[config.mk]
export PLATFORM = sky130hd
export DESIGN_NAME = dsp_data_router
export DESIGN_NICKNAME = d
export VERILOG_FILES = /design/src/rtl/dsp_data_router_pkg.sv /design/src/rtl/dsp_data_router_skid.sv /design/src/rtl/dsp_data_router.sv
export SDC_FILE = /design/constraint.sdc
export NUM_CORES = 1
export LEC_CHECK = 0
export CORE_MARGIN = 10
export CORE_UTILIZATION = 52
export DETAILED_ROUTE_END_ITERATION = 8
export PLACE_DENSITY = 0.85
export SLEW_MARGIN = 25
export SYNTH_ARGS = -nofsm -noshare
export SYNTH_HDL_FRONTEND = slang
export SYNTH_SLANG_ARGS = --single-unit
[constraint.sdc]
create_clock -name ACLK -period 8.7 [get_ports ACLK]
set_input_delay 1.74 -clock ACLK [delete_from_list [all_inputs] [get_ports ACLK]]
set_output_delay 1.74 -clock ACLK [all_outputs]
set_load 0.005 [all_outputs]
[src/rtl/dsp_data_router_pkg.sv]
// Route constants and packet FSM encoding shared by the DSP router and its 3:1 switch sibling.
// Routes above ROUTE_MAX select discard mode.
package dsp_data_router_pkg;
   localparam int SEL_WIDTH = 8;
   localparam logic [SEL_WIDTH-1:0] ROUTE_0   = 8'd0;
   localparam logic [SEL_WIDTH-1:0] ROUTE_1   = 8'd1;
   localparam logic [SEL_WIDTH-1:0] ROUTE_2   = 8'd2;
   localparam logic [SEL_WIDTH-1:0] ROUTE_MAX = ROUTE_2;

   typedef enum logic {
      ST_IDLE = 1'b0,
      ST_FWD  = 1'b1
   } pkt_state_e;

   // One-hot output valid mask for a route; discard routes map to no output.
   function automatic logic [2:0] route_onehot(input logic [SEL_WIDTH-1:0] r);
      return (r > ROUTE_MAX) ? 3'b000 : (3'b001 << r[1:0]);
   endfunction
endpackage

[src/rtl/dsp_data_router_skid.sv]
// Two-entry input skid buffer with registered ready; an empty buffer passes the
// incoming beat straight through so the router sees it in the same cycle.
module dsp_data_router_skid #(
   parameter int W = 33
) (
   input  logic         clk,
   input  logic         rst_n,
   input  logic [W-1:0] s_dat,
   input  logic         s_vld,
   output logic         s_rdy,
   output logic [W-1:0] m_dat,
   output logic         m_vld,
   input  logic         m_rdy
);
   logic [W-1:0] mem_q [2];
   logic         wr_ptr_q, rd_ptr_q, rdy_q;
   logic [1:0]   cnt_q, cnt_d;
   logic         empty, in_hs, wr_en, rd_en;

   assign empty = (cnt_q == 2'd0);
   assign in_hs = s_vld & rdy_q;
   assign s_rdy = rdy_q;
   assign m_vld = !empty | in_hs;
   assign m_dat = empty ? s_dat : mem_q[rd_ptr_q];
   assign wr_en = in_hs & !(empty & m_rdy);
   assign rd_en = !empty & m_rdy;

   always_comb begin
      cnt_d = cnt_q;
      if (wr_en && !rd_en)
         cnt_d = cnt_q + 2'd1;
      else if (!wr_en && rd_en)
         cnt_d = cnt_q - 2'd1;
   end

   always_ff @(posedge clk or negedge rst_n) begin
      if (!rst_n) begin
         cnt_q    <= 2'd0;
         rdy_q    <= 1'b0;
         wr_ptr_q <= 1'b0;
         rd_ptr_q <= 1'b0;
      end else begin
         cnt_q <= cnt_d;
         rdy_q <= (cnt_d != 2'd2);
         if (wr_en) wr_ptr_q <= ~wr_ptr_q;
         if (rd_en) rd_ptr_q <= ~rd_ptr_q;
      end
   end

   always_ff @(posedge clk) begin
      if (wr_en) mem_q[wr_ptr_q] <= s_dat;
   end
endmodule

[src/rtl/dsp_data_router.sv]
// 1:3 AXI-Stream packet router: routes whole packets to one of three outputs (or drops
// them) using a select stream that only takes effect at packet boundaries.
module dsp_data_router
   import dsp_data_router_pkg::*;
#(
   parameter int DATA_WIDTH_IN_BYTES = 4,
   parameter int DROP_CNT_WIDTH      = 16
) (
   input  logic                            ACLK,
   input  logic                            ARESETn,
   input  logic [SEL_WIDTH-1:0]            s_axis_tdata_sel,
   input  logic                            s_axis_tvalid_sel,
   output logic                            s_axis_tready_sel,
   input  logic [8*DATA_WIDTH_IN_BYTES-1:0] s_axis_tdata,
   input  logic                            s_axis_tvalid,
   input  logic                            s_axis_tlast,
   output logic                            s_axis_tready,
   output logic [8*DATA_WIDTH_IN_BYTES-1:0] m_axis_tdata_0,
   output logic                            m_axis_tvalid_0,
   output logic                            m_axis_tlast_0,
   input  logic                            m_axis_tready_0,
   output logic [8*DATA_WIDTH_IN_BYTES-1:0] m_axis_tdata_1,
   output logic                            m_axis_tvalid_1,
   output logic                            m_axis_tlast_1,
   input  logic                            m_axis_tready_1,
   output logic [8*DATA_WIDTH_IN_BYTES-1:0] m_axis_tdata_2,
   output logic                            m_axis_tvalid_2,
   output logic                            m_axis_tlast_2,
   input  logic                            m_axis_tready_2,
   output logic                            RDY,
   output logic [DROP_CNT_WIDTH-1:0]       drop_cnt
);
   localparam int W = 8 * DATA_WIDTH_IN_BYTES;

   pkt_state_e                state_q;
   logic [SEL_WIDTH-1:0]      route_q, route_d, pend_q, pend_d;
   logic                      pend_full_q, pend_full_d, rdy_q, rdy_d;
   logic [2:0]                ovld_q, ovld_d, m_rdy;
   logic [W-1:0]              odat_q, odat_d, sk_dat;
   logic                      olast_q, olast_d, sk_last, sk_vld, skid_rdy;
   logic [DROP_CNT_WIDTH-1:0] drop_q, drop_d;
   logic                      discard, slice_free, hold, apply, pop_ok, pop, sel_hs;

   assign m_rdy      = {m_axis_tready_2, m_axis_tready_1, m_axis_tready_0};
   assign discard    = (route_q > ROUTE_MAX);
   assign slice_free = ((ovld_q & ~m_rdy) == 3'b000);
   // A pending route blocks the next packet until it has been applied.
   assign hold       = (state_q == ST_IDLE) && pend_full_q;
   assign apply      = hold && (ovld_q == 3'b000);
   assign pop_ok     = !hold && (discard || slice_free);
   assign pop        = sk_vld && pop_ok;
   assign sel_hs     = s_axis_tvalid_sel && !pend_full_q;

   dsp_data_router_skid #(.W(W + 1)) u_skid (
      .clk   (ACLK),
      .rst_n (ARESETn),
      .s_dat ({s_axis_tlast, s_axis_tdata}),
      .s_vld (s_axis_tvalid && !hold),
      .s_rdy (skid_rdy),
      .m_dat ({sk_last, sk_dat}),
      .m_vld (sk_vld),
      .m_rdy (pop_ok)
   );

   always_comb begin
      route_d     = route_q;
      pend_d      = pend_q;
      pend_full_d = pend_full_q;
      rdy_d       = rdy_q;
      ovld_d      = ovld_q & ~m_rdy;
      odat_d      = odat_q;
      olast_d     = olast_q;
      drop_d      = drop_q;
      if (apply) begin
         route_d     = pend_q;
         rdy_d       = (pend_q <= ROUTE_MAX);
         pend_full_d = 1'b0;
      end
      if (sel_hs) begin
         pend_d      = s_axis_tdata_sel;
         pend_full_d = 1'b1;
      end
      if (pop && !discard) begin
         ovld_d  = route_onehot(route_q);
         odat_d  = sk_dat;
         olast_d = sk_last;
      end
      if (pop && discard && (drop_q != '1))
         drop_d = drop_q + {{(DROP_CNT_WIDTH-1){1'b0}}, 1'b1};
   end

   always_ff @(posedge ACLK or negedge ARESETn) begin
      if (!ARESETn) begin
         state_q     <= ST_IDLE;
         route_q     <= ROUTE_0;
         pend_q      <= '0;
         pend_full_q <= 1'b0;
         rdy_q       <= 1'b1;
         ovld_q      <= 3'b000;
         odat_q      <= '0;
         olast_q     <= 1'b0;
         drop_q      <= '0;
      end else begin
         if (pop)
            state_q <= sk_last ? ST_IDLE : ST_FWD;
         route_q     <= route_d;
         pend_q      <= pend_d;
         pend_full_q <= pend_full_d;
         rdy_q       <= rdy_d;
         ovld_q      <= ovld_d;
         odat_q      <= odat_d;
         olast_q     <= olast_d;
         drop_q      <= drop_d;
      end
   end

   assign s_axis_tready     = skid_rdy && !hold;
   assign s_axis_tready_sel = !pend_full_q;
   assign m_axis_tdata_0    = odat_q;
   assign m_axis_tdata_1    = odat_q;
   assign m_axis_tdata_2    = odat_q;
   assign m_axis_tlast_0    = olast_q;
   assign m_axis_tlast_1    = olast_q;
   assign m_axis_tlast_2    = olast_q;
   assign m_axis_tvalid_0   = ovld_q[0];
   assign m_axis_tvalid_1   = ovld_q[1];
   assign m_axis_tvalid_2   = ovld_q[2];
   assign RDY               = rdy_q;
   assign drop_cnt          = drop_q;
endmodule

==> results of run 1 <==
-- metal layers --
| layer | wire length [um] | GRT usage (%) |
|---|---|---|
| met2 | 7045 | 27.97 |
| met1 | 5958 | 19.74 |
| met4 | 61 | 4.034 |
| met3 | 1041 | 6.369 |
| met5 | 0 | 0 |
-- layout make-up --
cell class	instances	share of cell area [%]
Clock inverter	12	2.334
Clock buffer	20	5.289
Sequential cell	142	47.07
Multi-Input combinational cell	278	21.86
Tap cell	147	2.228
Timing Repair Buffer	171	20.90
Inverter	7	0.3183
-- cells in the mapped netlist, types with 4 or more instances --
| master | n |
|---|---|
| a21oi_1 | 34 |
| and3_1 | 6 |
| and4_1 | 4 |
| buf_2 | 6 |
| buf_4 | 66 |
| clkbuf_1 | 11 |
| dfrtp_1 | 75 |
| edfxtp_1 | 66 |
| inv_1 | 7 |
| mux2_2 | 16 |
| mux2i_1 | 34 |
| nand2_1 | 45 |
| nand2b_1 | 4 |
| nand3_1 | 6 |
| nor2_1 | 41 |
| o21ai_0 | 27 |
| o21ai_1 | 10 |
| xnor2_1 | 9 |
| xor2_1 | 8 |
-- stage by stage --
stage                     setup slack [ns]  util [%]
after CTS                            4.810     69.04
after floorplan                      4.212         -
after global placement               4.519     63.76
final                                4.976     69.31
after detailed placement             4.399     63.76
after global routing                 4.844     69.31
-- flip-flops by register name (all words and copies together), names as in the netlist --
register,cells
u_skid.mem_q,66
pend_q,8
m_axis_tdata_0,32
pend_full_q,1
drop_cnt,16
ovld_q,3
u_skid.wr_ptr_q,1
RDY,1
u_skid.rd_ptr_q,1
m_axis_tlast_0,1
u_skid.s_rdy,1
state_q,1
route_q,8
u_skid.cnt_q,2
-- power groups by stage --
stage | combinational [mW] | clock (mW) | sequential (mW)
6_report | 1.16 | 0.771 | 1.13
5_1_grt | 1.27 | 0.816 | 1.16
4_1_cts | 1.17 | 0.782 | 1.14
3_5_place_dp | 1.17 | 0 | 1.14
3_3_place_gp | 1.13 | 0 | 1.12
2_1_floorplan | 0.747 | 0 | 1.07
-- how the worst min path moves through the flow --
stage / cells after the start / end / slack (ns)
floorplan: 1 / u_skid.wr_ptr_q / 0.46
global placement: 1 / drop_cnt[4] / 0.47
detailed placement: 2 / RDY / 0.48
CTS: 2 / RDY / 0.50
global route: 1 / drop_cnt[4] / 0.52
finish: 2 / RDY / 0.50
-- critical path, delay by kind of cell --
family          cells  cell delay, ns
compound gates      2            0.58
buf+inv             1            0.38
simple gates        3            1.03
-- kinds of logic (layout without fill, tap and decap cells) --
| group | after synthesis | in the layout | share of synthesized area [%] |
|---|---|---|---|
| flops | 142 | 142 | 61.82 |
| xor+xnor | 17 | 17 | 2.369 |
| compound gates | 82 | 82 | 7.625 |
| simple gates | 126 | 126 | 9.536 |
| mux | 51 | 51 | 8.461 |
| buf+inv | 94 | 210 | 9.795 |
| fa+ha+maj | 2 | 2 | 0.3981 |
==> metrics, run 1 <==
Multi-input gate area 0.001804 mm2; Worst Tran Pin Value ~1 ns; ys flop type dfrtp_1; layout filler cell count approximately 850; Worst-Skew Late Latency approximately 0.40 ns; 1st-pass router iterations 4; Setup TNS 0 ns; Yosys reg bits 142; R2R Path End m_axis_tdata_0[23]; share of layout cells above drive strength 1 between 10% and 20%; clock network power share roughly a quarter; critical path class in2reg; outcome finished clean; hold crit path type reg2reg; initial antenna violation count 0; clock slew at reported path FFs 0.06 ns; row cnt 40; crit path max fanout 33; Inst Count DP about 740; H-tree depth 4; cells along the critical path clkdlybuf4s50_1, nand2b_1, a311oi_4, nor2_2, a21oi_2, and2_2; Comb pwr share about 38%; clock buffer depth 2; die area around 0.017 mm2; slowest stage cell, crit path and2_2; final setup fails 0; CP max stage delay ~0.7 ns; Tmin final around 3.7 ns; CTS resizes 0; Top Ports around 170; NetSw about 950 uW; Ys Warns 0; sequential cell area around 0.0039 mm2; vias in the first global route about 4.3k; total track usage between 10% and 20%; clock buffer count from CTS 17; relative slew slack a little under a third; commonest cells after routing, fill and taps aside clkdlybuf4s50_1, dfrtp_1, edfxtp_1; CTS sink cnt roughly 140; final hold slack 0.4970 ns; DRC 0; Layout area overhead 31.36%; Reg power frac roughly 37%; max-cap violation count 0; initial core utilization 52.76%; GRT Residual Overflow 0; synthesized instance count around 510; worst vdd ir ~0.19 mV; fmax between 0.2 and 0.3 GHz; min-delay src RDY; most common cell after layout, fill and taps aside clkdlybuf4s50_1; synthesized cell area around 0.0063 mm2; GPL Wtd Cong 0.8061; final-report max-slew violation count 0; DRT antenna net count 0; DRT Wirelength about 14 mm; r2r setup slk 5.87 ns; internal cell power between 2 and 2.5 mW; crit path capture u_skid.mem_q[1][31]; I/O Buffers 168; final critical-path share of the clock period between 40 and 50%; Hold Buf Count CTS 0; Critical Path Start m_axis_tready_1; leakage power 3.331 nW; cell taking the most area after synthesis edfxtp_1; Sw Share between 30% and 40%; post-CTS setup buffers 0; Worst Path Required approximately 8.7 ns; DRT iter0 DRCs 255; fraction of registers with async set/reset between 50% and 60%; largest net degree at the start of global routing a little under 80; Yosys top cell area share a little under a third; Vias/cell slightly above 5; via count approximately 4.0k; synth unique cells 44; DIE HEIGHT 129.9 um; Area after DPL about 0.0076 mm2; startpoint types primary input; ant diodes 0; synth top area cells edfxtp_1, dfrtp_1, buf_4; Avg Inst Size Synth between 10 and 15 um2; post-synthesis sequential area ratio 61.82%; CP Capture Type flip-flop; PwrDens about 370 mW/mm2; Cell Count, Final, Fillers Out 777; DR WL/cell 18.15 um; critical path data arrival time 3.75 ns; FF-to-FF path depth 6; Nets 667; worst reg2reg startpoint u_skid.cnt_q[0]; TritonCTS clock tree built; hpwl dp around 10 mm; core area around 0.012 mm2; Layout Cell Area excl Fill slightly above 0.008 mm2; first-pass GRT wire length ~22 mm; Clock Skew approximately 0.0095 ns; overall power approximately 3 mW; Final Hold Vio Count 0; Syn Nets 564; clock root buffer clkbuf_16; Die W ~130 um; Post-synth EDFFs 66; unrepaired setup endpoints after global routing false
Power figures use the tool's default switching activity.
==> inputs of run 2 (changes only) <==
- CORE_UTILIZATION: 52 -> 49
- PLACE_DENSITY: 0.85 -> 0.81
- clock period: 8.7 -> 3.7 ns (I/O delays scaled with it)
==> run 2 against run 1 <==
  * Combinational power rose by 130%
  * Clock-buffer cell count is 1 higher
  * First-iteration DRC count decreased by 4.7%
  * Power up 130%
  * Hold slack worse by 0.14 ns
  * Clock skew shrank 0.0021 ns
  * Non-clock buffer count increased by 2
  * Die area increased by 5.2%
  * Sequential power increased by 130%
  * Critical path type is now reg2out
  * Critical endpoint is now s_axis_tready
  * Highest routed layer unchanged
==> metrics, run 2 (same netlist as run 1, synthesis figures left out) <==
CTS resizes 0; I/O Buffers ~170; initial core utilization about half; largest net degree at the start of global routing just under 80; DIE HEIGHT between 100 and 150 um; Hold Buf Count CTS 0; Reg power frac between 30% and 40%; clock root buffer clkbuf_16; Tmin final around 2.5 ns; leakage power between 3 and 4 nW; final-report max-slew violation count 0; DRT Wirelength 13.62 mm; Worst Path Required 2.96 ns; relative slew slack between 30% and 40%; DRT antenna net count 0; core area around 0.013 mm2; pre-CTS setup slack about 0.75 ns; NetSw 2.184 mW; Top Ports 169; die area roughly 0.018 mm2; share of layout cells above drive strength 1 between 10% and 20%; Top reg by flops u_skid.mem_q; clock buffer count from CTS 17; unrepaired setup endpoints after global routing false; hold crit path type in2async; fmax around 0.40 GHz; critical path class reg2out; clock slew at reported path FFs ~0.05 ns; Worst Tran Pin Value ~1.0 ns; total track usage approximately 15%; PwrDens 849.9 mW/mm2; DR WL/cell about 17 um; vias in the first global route around 4.2k; TritonCTS clock tree built; post-CTS setup buffers 0; Setup TNS 0 ns; Vias/cell around 5.0; Final Hold Vio Count 0; H-tree depth 4; final critical-path share of the clock period approximately 70%; via count 4,042; internal cell power a little under 5 mW; Clock Skew roughly 0.0074 ns; critical path data arrival time 1.78 ns; fin worst setup slack 1.176 ns; first-pass GRT wire length around 22 mm; Worst-Skew Late Latency 0.41 ns; Comb pwr share between 30% and 40%; Die W 133.3 um; DRC 0; initial antenna violation count 0; max reg flops 66; CTS sink cnt 142; Sw Share 31.19%; worst vdd ir ~0.37 mV; Nets about 670; crit path max fanout 5; GRT Residual Overflow 0; GPL Wtd Cong 0.8518; startpoint types flip-flop; outcome finished clean; most common cell after layout, fill and taps aside clkdlybuf4s50_1; max-cap violation count 0; hpwl dp around 10 mm; row cnt between 40 and 50; clock network power share about a quarter; clock buffer depth 2; ant diodes 0; DRT iter0 DRCs about 240; 1st-pass router iterations 7; commonest cells after routing, fill and taps aside clkdlybuf4s50_1, dfrtp_1, edfxtp_1; Layout area overhead 31.08%; final setup fails 0; CP Capture Type output pin
-- run 2: changes by cell type in the layout (fill, tap and decap cells not counted) --
cell        before  now
clkinv_2         3    4
clkinvlp_4       2    3
bufinv_16        5    2
buf_16           1    0
clkbuf_8         0    3
buf_4            2    5
clkbuf_1         3    1
-- run 2: power groups by stage --
stage	combinational [mW]	clock [mW]	sequential, mW
finish	2.70	1.65	2.65
global route	2.97	1.76	2.73
CTS	2.76	1.68	2.66
detailed placement	2.75	0	2.68
global placement	2.68	0	2.64
floorplan	1.76	0	2.53
-- run 2: routing by layer --
metal | up-vias | share of wire (%) | global-route usage, %
met4 | 0 | 1.2 | 5.562
met2 | 121 | 50 | 25.06
li1 | 1943 | - | -
met1 | 1963 | 43 | 18.36
met5 | - | 0 | 0
met3 | 15 | 5.9 | 5.451
-- run 2: cell type report --
| cell class | instances | area, um2 |
|---|---|---|
| fill | 961 | 4330 |
| sequential | 142 | 3886 |
| multi-input combinational | 278 | 1804 |
| timing repair buffer | 173 | 1720 |
| clock buffer | 21 | 470.5 |
| tap | 172 | 215.2 |
| clock inverter | 11 | 115.1 |
| inverter | 7 | 26.28 |
-- run 2: final timing paths --
kind	startpoint	endpoint	slack, ns	cells past startpoint
max in group asynchronous	ARESETn	u_skid.rd_ptr_q	2.85	1
worst max register to register	u_skid.cnt_q[0]	m_axis_tdata_0[12]	1.20	6
worst min-delay path	ARESETn	pend_q[5]	0.36	1
worst min register to register	drop_cnt[4]	drop_cnt[4]	0.49	1
min in group ACLK	drop_cnt[4]	drop_cnt[4]	0.49	1
worst max-delay path	pend_full_q	s_axis_tready	1.18	3
-- run 2: per-stage QoR --
stage          instances  hold WS, ns  area, um2  util, %  power, mW
3_5_place_dp         772       0.4793       7649    60.86      5.431
2_1_floorplan        514       0.4444       6285        -      4.283
5_1_grt              804       0.4015       8238    65.55      7.463
6_report             804       0.3571       8238    65.55      7.001
4_1_cts              804       0.4950       8234    65.52      7.100
3_3_place_gp         772       0.4752       7649    60.86      5.318
-- run 2: worst max-delay path, cell delays in order (launching register included) --
cell             delay, ns
dfrtp_1               0.41
nand2b_1              0.26
and2_1                0.19
clkdlybuf4s50_1       0.52
